### src/rtl/usb_pkg.sv
// Shared USB transmit definitions: PID codes, framing constants, CRC16
// parameters and the packet sequencer state encoding.
package usb_pkg;

  localparam logic [3:0] PID_OUT   = 4'h1;
  localparam logic [3:0] PID_IN    = 4'h9;
  localparam logic [3:0] PID_SETUP = 4'hD;
  localparam logic [3:0] PID_DATA0 = 4'h3;
  localparam logic [3:0] PID_DATA1 = 4'hB;
  localparam logic [3:0] PID_ACK   = 4'h2;
  localparam logic [3:0] PID_NAK   = 4'hA;
  localparam logic [3:0] PID_STALL = 4'hE;

  localparam logic [7:0]  SYNC_BYTE       = 8'h80;
  localparam logic [15:0] CRC16_INIT      = 16'hFFFF;
  localparam logic [15:0] CRC16_POLY_REFL = 16'hA001;

  typedef enum logic [2:0] {
    ST_IDLE,
    ST_SYNC,
    ST_PID,
    ST_DATA,
    ST_CRC_LO,
    ST_CRC_HI,
    ST_DONE
  } state_t;

endpackage

### src/rtl/usb_crc16.sv
// Byte-wide USB CRC16 update (reflected polynomial, LSB-first), purely
// combinational so the sequencer can fold one payload byte per accept.
module usb_crc16
  import usb_pkg::*;
(
  input  logic [15:0] crc,
  input  logic [7:0]  data,
  output logic [15:0] next_crc
);

  logic [15:0] c;

  always_comb begin
    c = crc ^ {8'h00, data};
    for (int i = 0; i < 8; i++) begin
      c = c[0] ? ((c >> 1) ^ CRC16_POLY_REFL) : (c >> 1);
    end
    next_crc = c;
  end

endmodule

### src/rtl/usb_tx_packet_ctrl.sv
// USB transmit packet sequencer: SYNC, PID, FIFO payload and CRC16 onto a
// byte-wide valid/ready serializer link.
module usb_tx_packet_ctrl
  import usb_pkg::*;
#(
  parameter int MAX_PAYLOAD = 64
) (
  input  logic       clk,
  input  logic       n_rst,
  input  logic       tx_start,
  input  logic [3:0] tx_pid,
  input  logic       tx_has_data,
  input  logic       fifo_empty,
  input  logic [7:0] fifo_read_data,
  output logic       fifo_read_enable,
  output logic [7:0] ser_byte,
  output logic       ser_valid,
  input  logic       ser_ready,
  output logic       ser_eop,
  output logic       tx_busy,
  output logic       tx_done
);

  localparam int CNT_W = $clog2(MAX_PAYLOAD + 1);

  state_t           state, state_next;
  logic [3:0]       pid;
  logic             has_data;
  logic [CNT_W-1:0] count;
  logic [15:0]      crc, crc_next, crc_out;
  logic             payload_end;

  assign payload_end = fifo_empty || (count == CNT_W'(MAX_PAYLOAD));
  assign crc_out     = ~crc;

  usb_crc16 u_crc (
    .crc      (crc),
    .data     (fifo_read_data),
    .next_crc (crc_next)
  );

  always_ff @(posedge clk or negedge n_rst) begin
    if (!n_rst) state <= ST_IDLE;
    else        state <= state_next;
  end

  // Packet context is only read after a start has been accepted, so it needs no reset.
  always_ff @(posedge clk) begin
    if (state == ST_IDLE && tx_start) begin
      pid      <= tx_pid;
      has_data <= tx_has_data;
      count    <= '0;
      crc      <= CRC16_INIT;
    end else if (fifo_read_enable) begin
      count <= count + CNT_W'(1);
      crc   <= crc_next;
    end
  end

  always_comb begin
    state_next       = state;
    ser_byte         = 8'h00;
    ser_valid        = 1'b0;
    ser_eop          = 1'b0;
    fifo_read_enable = 1'b0;
    tx_busy          = 1'b1;
    tx_done          = 1'b0;
    unique case (state)
      ST_IDLE: begin
        tx_busy = 1'b0;
        if (tx_start) state_next = ST_SYNC;
      end
      ST_SYNC: begin
        ser_byte  = SYNC_BYTE;
        ser_valid = 1'b1;
        if (ser_ready) state_next = ST_PID;
      end
      ST_PID: begin
        ser_byte  = {~pid, pid};
        ser_valid = 1'b1;
        ser_eop   = !has_data;
        if (ser_ready) state_next = has_data ? ST_DATA : ST_DONE;
      end
      ST_DATA: begin
        // The FIFO head stays put until popped, so a stalled byte is held stable.
        if (payload_end) begin
          state_next = ST_CRC_LO;
        end else begin
          ser_byte  = fifo_read_data;
          ser_valid = 1'b1;
          if (ser_ready) fifo_read_enable = 1'b1;
        end
      end
      ST_CRC_LO: begin
        ser_byte  = crc_out[7:0];
        ser_valid = 1'b1;
        if (ser_ready) state_next = ST_CRC_HI;
      end
      ST_CRC_HI: begin
        ser_byte  = crc_out[15:8];
        ser_valid = 1'b1;
        ser_eop   = 1'b1;
        if (ser_ready) state_next = ST_DONE;
      end
      ST_DONE: begin
        tx_done    = 1'b1;
        state_next = ST_IDLE;
      end
      default: state_next = ST_IDLE;
    endcase
  end

endmodule

### config.mk
export PLATFORM = sky130hd
export DESIGN_NAME = usb_tx_packet_ctrl
export DESIGN_NICKNAME = d
export VERILOG_FILES = /design/src/rtl/usb_pkg.sv /design/src/rtl/usb_crc16.sv /design/src/rtl/usb_tx_packet_ctrl.sv
export SDC_FILE = /design/constraint.sdc
export NUM_CORES = 1
export LEC_CHECK = 0
export CORE_MARGIN = 2
export CORE_UTILIZATION = 40
export DETAILED_ROUTE_END_ITERATION = 6
export SLEW_MARGIN = 30
export SYNTH_ARGS = -nofsm -noshare
export SYNTH_HDL_FRONTEND = slang
export SYNTH_SLANG_ARGS = --single-unit
### constraint.sdc
create_clock -name clk -period 2.4 [get_ports clk]
set_input_delay 0.24 -clock clk [delete_from_list [all_inputs] [get_ports clk]]
set_output_delay 0.24 -clock clk [all_outputs]
set_load 0.01 [all_outputs]
==> run_summary.xml <==
<?xml version="1.0" encoding="UTF-8"?>
<metrics>
  <group name="status">
    <metric name="outcome" unit="">finished, final reports clean</metric>
  </group>
  <group name="place">
    <metric name="place_worst_setup_slack" unit="ns">0.1638</metric>
    <metric name="buffer_ports.inserted" unit="">30</metric>
    <metric name="place.gp.congestion" unit="">0.8389</metric>
    <metric name="place.detailed.instances" unit="">288</metric>
    <metric name="dp_hpwl" unit="um">3087</metric>
  </group>
  <group name="cells_and_area">
    <metric name="antenna_cell_count" unit="">0</metric>
    <metric name="drive_gt1_share" unit="%">13.06</metric>
    <metric name="nFillCells" unit="">412</metric>
    <metric name="area_growth_syn_to_layout" unit="%">31.04</metric>
    <metric name="fin_cells" unit="">297</metric>
    <metric name="core_occupancy_in_the_finished_layout" unit="%">53.76</metric>
    <metric name="finalNetCount" unit="">266</metric>
  </group>
  <group name="synthesis">
    <metric name="post_synthesis_instance_total" unit="">200</metric>
    <metric name="ys_async_sr_fraction" unit="%">9.677</metric>
    <metric name="post_synth_instance_area" unit="um^2">1762</metric>
    <metric name="synth-edff-count" unit="">5</metric>
    <metric name="synth.distinct_cells" unit="">39</metric>
    <metric name="list_of_most_frequent_post_synthesis_cells" unit="">sky130_fd_sc_hd__nand2_1, sky130_fd_sc_hd__dfxtp_1, sky130_fd_sc_hd__nor2_1</metric>
    <metric name="synthesized_netlist_net_count" unit="">222</metric>
    <metric name="synth_seq_area_share" unit="%">38.92</metric>
    <metric name="synth_top_cells_by_area" unit="">sky130_fd_sc_hd__dfxtp_1, sky130_fd_sc_hd__edfxtp_1, sky130_fd_sc_hd__xnor2_1</metric>
    <metric name="synth_area_per_cell" unit="um^2">8.808</metric>
    <metric name="synthDominantCellAreaShare" unit="%">26.14</metric>
    <metric name="synth_seq_cells" unit="">31</metric>
    <metric name="yosys_warnings" unit="">0</metric>
    <metric name="netlist.top_cell.by_area" unit="">sky130_fd_sc_hd__dfxtp_1</metric>
    <metric name="dominantRegCellSynth" unit="">sky130_fd_sc_hd__dfxtp_1</metric>
    <metric name="synth.most_common_cell" unit="">sky130_fd_sc_hd__nand2_1</metric>
  </group>
  <group name="global_routing">
    <metric name="number_of_global_route_vias_before_repair" unit="">1476</metric>
    <metric name="initial_antenna_violation_count" unit="">0</metric>
    <metric name="grt_util_all_layers" unit="%">18.26</metric>
    <metric name="grt_overflow_total" unit="">0</metric>
    <metric name="grt_first_pass_wirelength" unit="um">7051</metric>
    <metric name="grt_max_degree" unit="">26</metric>
  </group>
  <group name="setup_path">
    <metric name="worst_ep_arrival_time" unit="ns">2.08</metric>
    <metric name="r2r_slack" unit="ns">0.50</metric>
    <metric name="worstRegToRegCells" unit="">8</metric>
    <metric name="critical_path.endpoint_type" unit="">output port</metric>
    <metric name="buffer_and_inverter_count_on_the_worst_path" unit="">3</metric>
    <metric name="max_stage_delay" unit="ns">0.32</metric>
    <metric name="worst_endpoint_required_time" unit="ns">2.16</metric>
    <metric name="setup.worst_path.start_class" unit="">flop</metric>
    <metric name="crit_chain" unit="">inv_1 &gt; ha_1 &gt; nor2b_2 &gt; a21oi_2 &gt; clkdlybuf4s15_2 &gt; a221oi_1 &gt; nor2_1 &gt; dlygate4sd2_1</metric>
    <metric name="worst_path_dominant_cell_family" unit="">buffers and inverters</metric>
    <metric name="r2r_path_start" unit="">count[0]</metric>
    <metric name="r2r_end" unit="">count[5]</metric>
    <metric name="crit_fanout" unit="">4</metric>
    <metric name="worst_path_max_delay_cell" unit="">sky130_fd_sc_hd__dfxtp_1</metric>
    <metric name="crit_type" unit="">flop to output port</metric>
  </group>
  <group name="power_and_ir_drop">
    <metric name="switching_share" unit="%">39.84</metric>
    <metric name="ir_worst_vdd" unit="V">0.0006860</metric>
    <metric name="post-layout-total-power" unit="mW">3.023</metric>
    <metric name="clkPwrFrac" unit="%">13.2</metric>
    <metric name="p_switching" unit="mW">1.205</metric>
    <metric name="internal_power" unit="mW">1.819</metric>
    <metric name="leakagePower" unit="nW">1.009</metric>
    <metric name="power.share.sequential" unit="%">28.8</metric>
    <metric name="power_density" unit="nW/um^2">1310</metric>
    <metric name="share_comb_of_total_power" unit="%">58.0</metric>
  </group>
  <group name="floorplanning">
    <metric name="placementRows" unit="">24</metric>
    <metric name="ios" unit="">31</metric>
    <metric name="core_area" unit="um^2">4294</metric>
    <metric name="dieArea" unit="um^2">4951</metric>
    <metric name="initial_core_util" unit="%">41.03</metric>
    <metric name="floorplan.die.height" unit="um">70.37</metric>
    <metric name="dieWidth" unit="um">70.37</metric>
  </group>
  <group name="route">
    <metric name="via_per_inst" unit="">5.202</metric>
    <metric name="num_vias" unit="">1545</metric>
    <metric name="final_routed_wire_length_divided_by_cell_count" unit="um">14.44</metric>
    <metric name="antenna_left" unit="">0</metric>
    <metric name="drtPass1Iterations" unit="">4</metric>
    <metric name="postRouteWirelength" unit="um">4289</metric>
    <metric name="drc" unit="">0</metric>
    <metric name="detail_route.iter0.violations" unit="">119</metric>
  </group>
  <group name="sta">
    <metric name="finalHoldWorstSlack" unit="ns">0.1299</metric>
    <metric name="max_freq" unit="MHz">431.4</metric>
    <metric name="rsz0062_at_grt" unit="">true</metric>
    <metric name="timing.final.crit_share" unit="%">96.58</metric>
    <metric name="min_period" unit="ns">2.318</metric>
    <metric name="timing.final.ws_setup" unit="ns">0.08208</metric>
    <metric name="report.final.slew_viol_count" unit="">0</metric>
    <metric name="max_slew.worst_pin.slew" unit="ns">0.4820</metric>
    <metric name="worst_slew_margin_rel" unit="%">67.75</metric>
    <metric name="finalSetupViolations" unit="">0</metric>
    <metric name="finalHoldViolCount" unit="">0</metric>
    <metric name="skew" unit="ns">0.007716</metric>
  </group>
  <group name="cts">
    <metric name="clk_latency" unit="ns">0.29</metric>
    <metric name="clock-root-buffer" unit="">sky130_fd_sc_hd__clkbuf_8</metric>
    <metric name="cts_num_sinks" unit="">31</metric>
    <metric name="cts_setup_buffers" unit="">0</metric>
    <metric name="tritoncts" unit="">done</metric>
    <metric name="cts.clk_slew.worst_paths" unit="ns">0.07</metric>
    <metric name="cts-hold-fix-buffers" unit="">0</metric>
    <metric name="cts_inserted_buffers" unit="">5</metric>
    <metric name="clock_tree.htree_level_count" unit="">2</metric>
    <metric name="max_buffers_root_to_sink" unit="">2</metric>
  </group>
  <group name="run">
    <metric name="maxCapViolCount" unit="">0</metric>
  </group>
  <group name="min_path">
    <metric name="min_path_type" unit="">input port to async pin</metric>
  </group>
</metrics>
per-layer routing:
| layer | share of wire, % | track usage (%) | vias up |
|---|---|---|---|
| met4 | 1.9 | 7.692 | 0 |
| li1 | - | - | 788 |
| met2 | 45 | 26.73 | 23 |
| met1 | 50 | 25.43 | 726 |
| met5 | 0 | 0 | - |
| met3 | 3.3 | 4.618 | 8 |
worst reg2reg max path, cell delays in order (launching register included):
cell and delay [ns]:
sky130_fd_sc_hd__dfxtp_1 0.35, sky130_fd_sc_hd__inv_1 0.09, sky130_fd_sc_hd__ha_1 0.19, sky130_fd_sc_hd__nor2b_2 0.17
sky130_fd_sc_hd__a211o_1 0.30, sky130_fd_sc_hd__buf_4 0.18, sky130_fd_sc_hd__nor4_1 0.30, sky130_fd_sc_hd__xnor2_1 0.16
sky130_fd_sc_hd__nor2_1 0.05
flip-flops by register name (all words and copies together) (netlist names):
signal	count
crc	16
count	7
pid	4
state	3
has_data	1
layout by cell type, fill, tap and decap left out, drive strengths merged, types with 3 or more instances in the layout:
cell,n
nand2,29
dfxtp,23
nor2,22
clkdlybuf4s50,22
xnor2,17
buf,14
nand3,11
mux2i,9
o21ai,9
o211ai,8
inv,7
xor2,7
dlygate4sd2,7
a21oi,7
clkbuf,6
edfxtp,5
a222oi,4
ha,4
nor3,3
a221oi,3
clkinv,3
dfrtp,3
timing repair:
item,CTS,global route
pin swaps,0,1
cloned,0,1
endpoints found under the setup margin,8,2
resized for setup,10,4
metrics by stage:
step | cell area [um^2] | TNS, ns
after detailed placement | 2198 | 0
after CTS | 2285 | 0
final | 2308 | 0
after global placement | 2198 | 0
after global routing | 2308 | -0.1689
after floorplan | 1762 | 0
power by group through the flow:
stage / registers, mW / clock network (mW) / logic, mW
2_1_floorplan: 0.814 / 0 / 1.30
3_3_place_gp: 0.877 / 0 / 1.76
4_1_cts: 0.869 / 0.413 / 1.75
6_report: 0.871 / 0.400 / 1.75
3_5_place_dp: 0.878 / 0 / 1.76
5_1_grt: 0.895 / 0.445 / 1.93
cell families (layout without fill, tap and decap cells):
logic type | count (synthesis) | count (layout) | share of synthesized area [%]
AO/OA/AOI/OAI | 39 | 39 | 15.06
XOR/XNOR | 26 | 26 | 15.48
adder cells (fa/ha/maj) | 4 | 4 | 2.841
buffers and inverters | 17 | 62 | 3.835
flip-flops | 31 | 31 | 38.92
multiplexers | 10 | 10 | 5.753
AND/OR/NAND/NOR | 73 | 73 | 18.11
area by class of cell:
| cell class | instances | area (um^2) | area share, % |
|---|---|---|---|
| flip-flops and latches | 31 | 688.2 | 29.81 |
| repair buffers | 45 | 410.4 | 17.78 |
| multi-input cells | 152 | 1026 | 44.44 |
| well taps | 52 | 65.06 | 2.818 |
| clock buffers | 6 | 72.57 | 3.144 |
| inverters | 9 | 33.78 | 1.463 |
| clock inverters | 2 | 12.51 | 0.5420 |
how the worst max path moves through the flow:
stage               startpoint          end  slack, ns  depth (start not counted)
detailed placement  fifo_empty  ser_byte[1]       0.16                          7
global route          count[3]  ser_byte[4]      -0.06                          7
floorplan             state[2]  ser_byte[0]       0.62                          5
CTS                   count[0]  ser_byte[7]       0.02                          8
global placement    fifo_empty  ser_byte[0]       0.17                          7
finish                count[0]  ser_byte[5]       0.08                          8
Power figures use the tool's default switching activity.
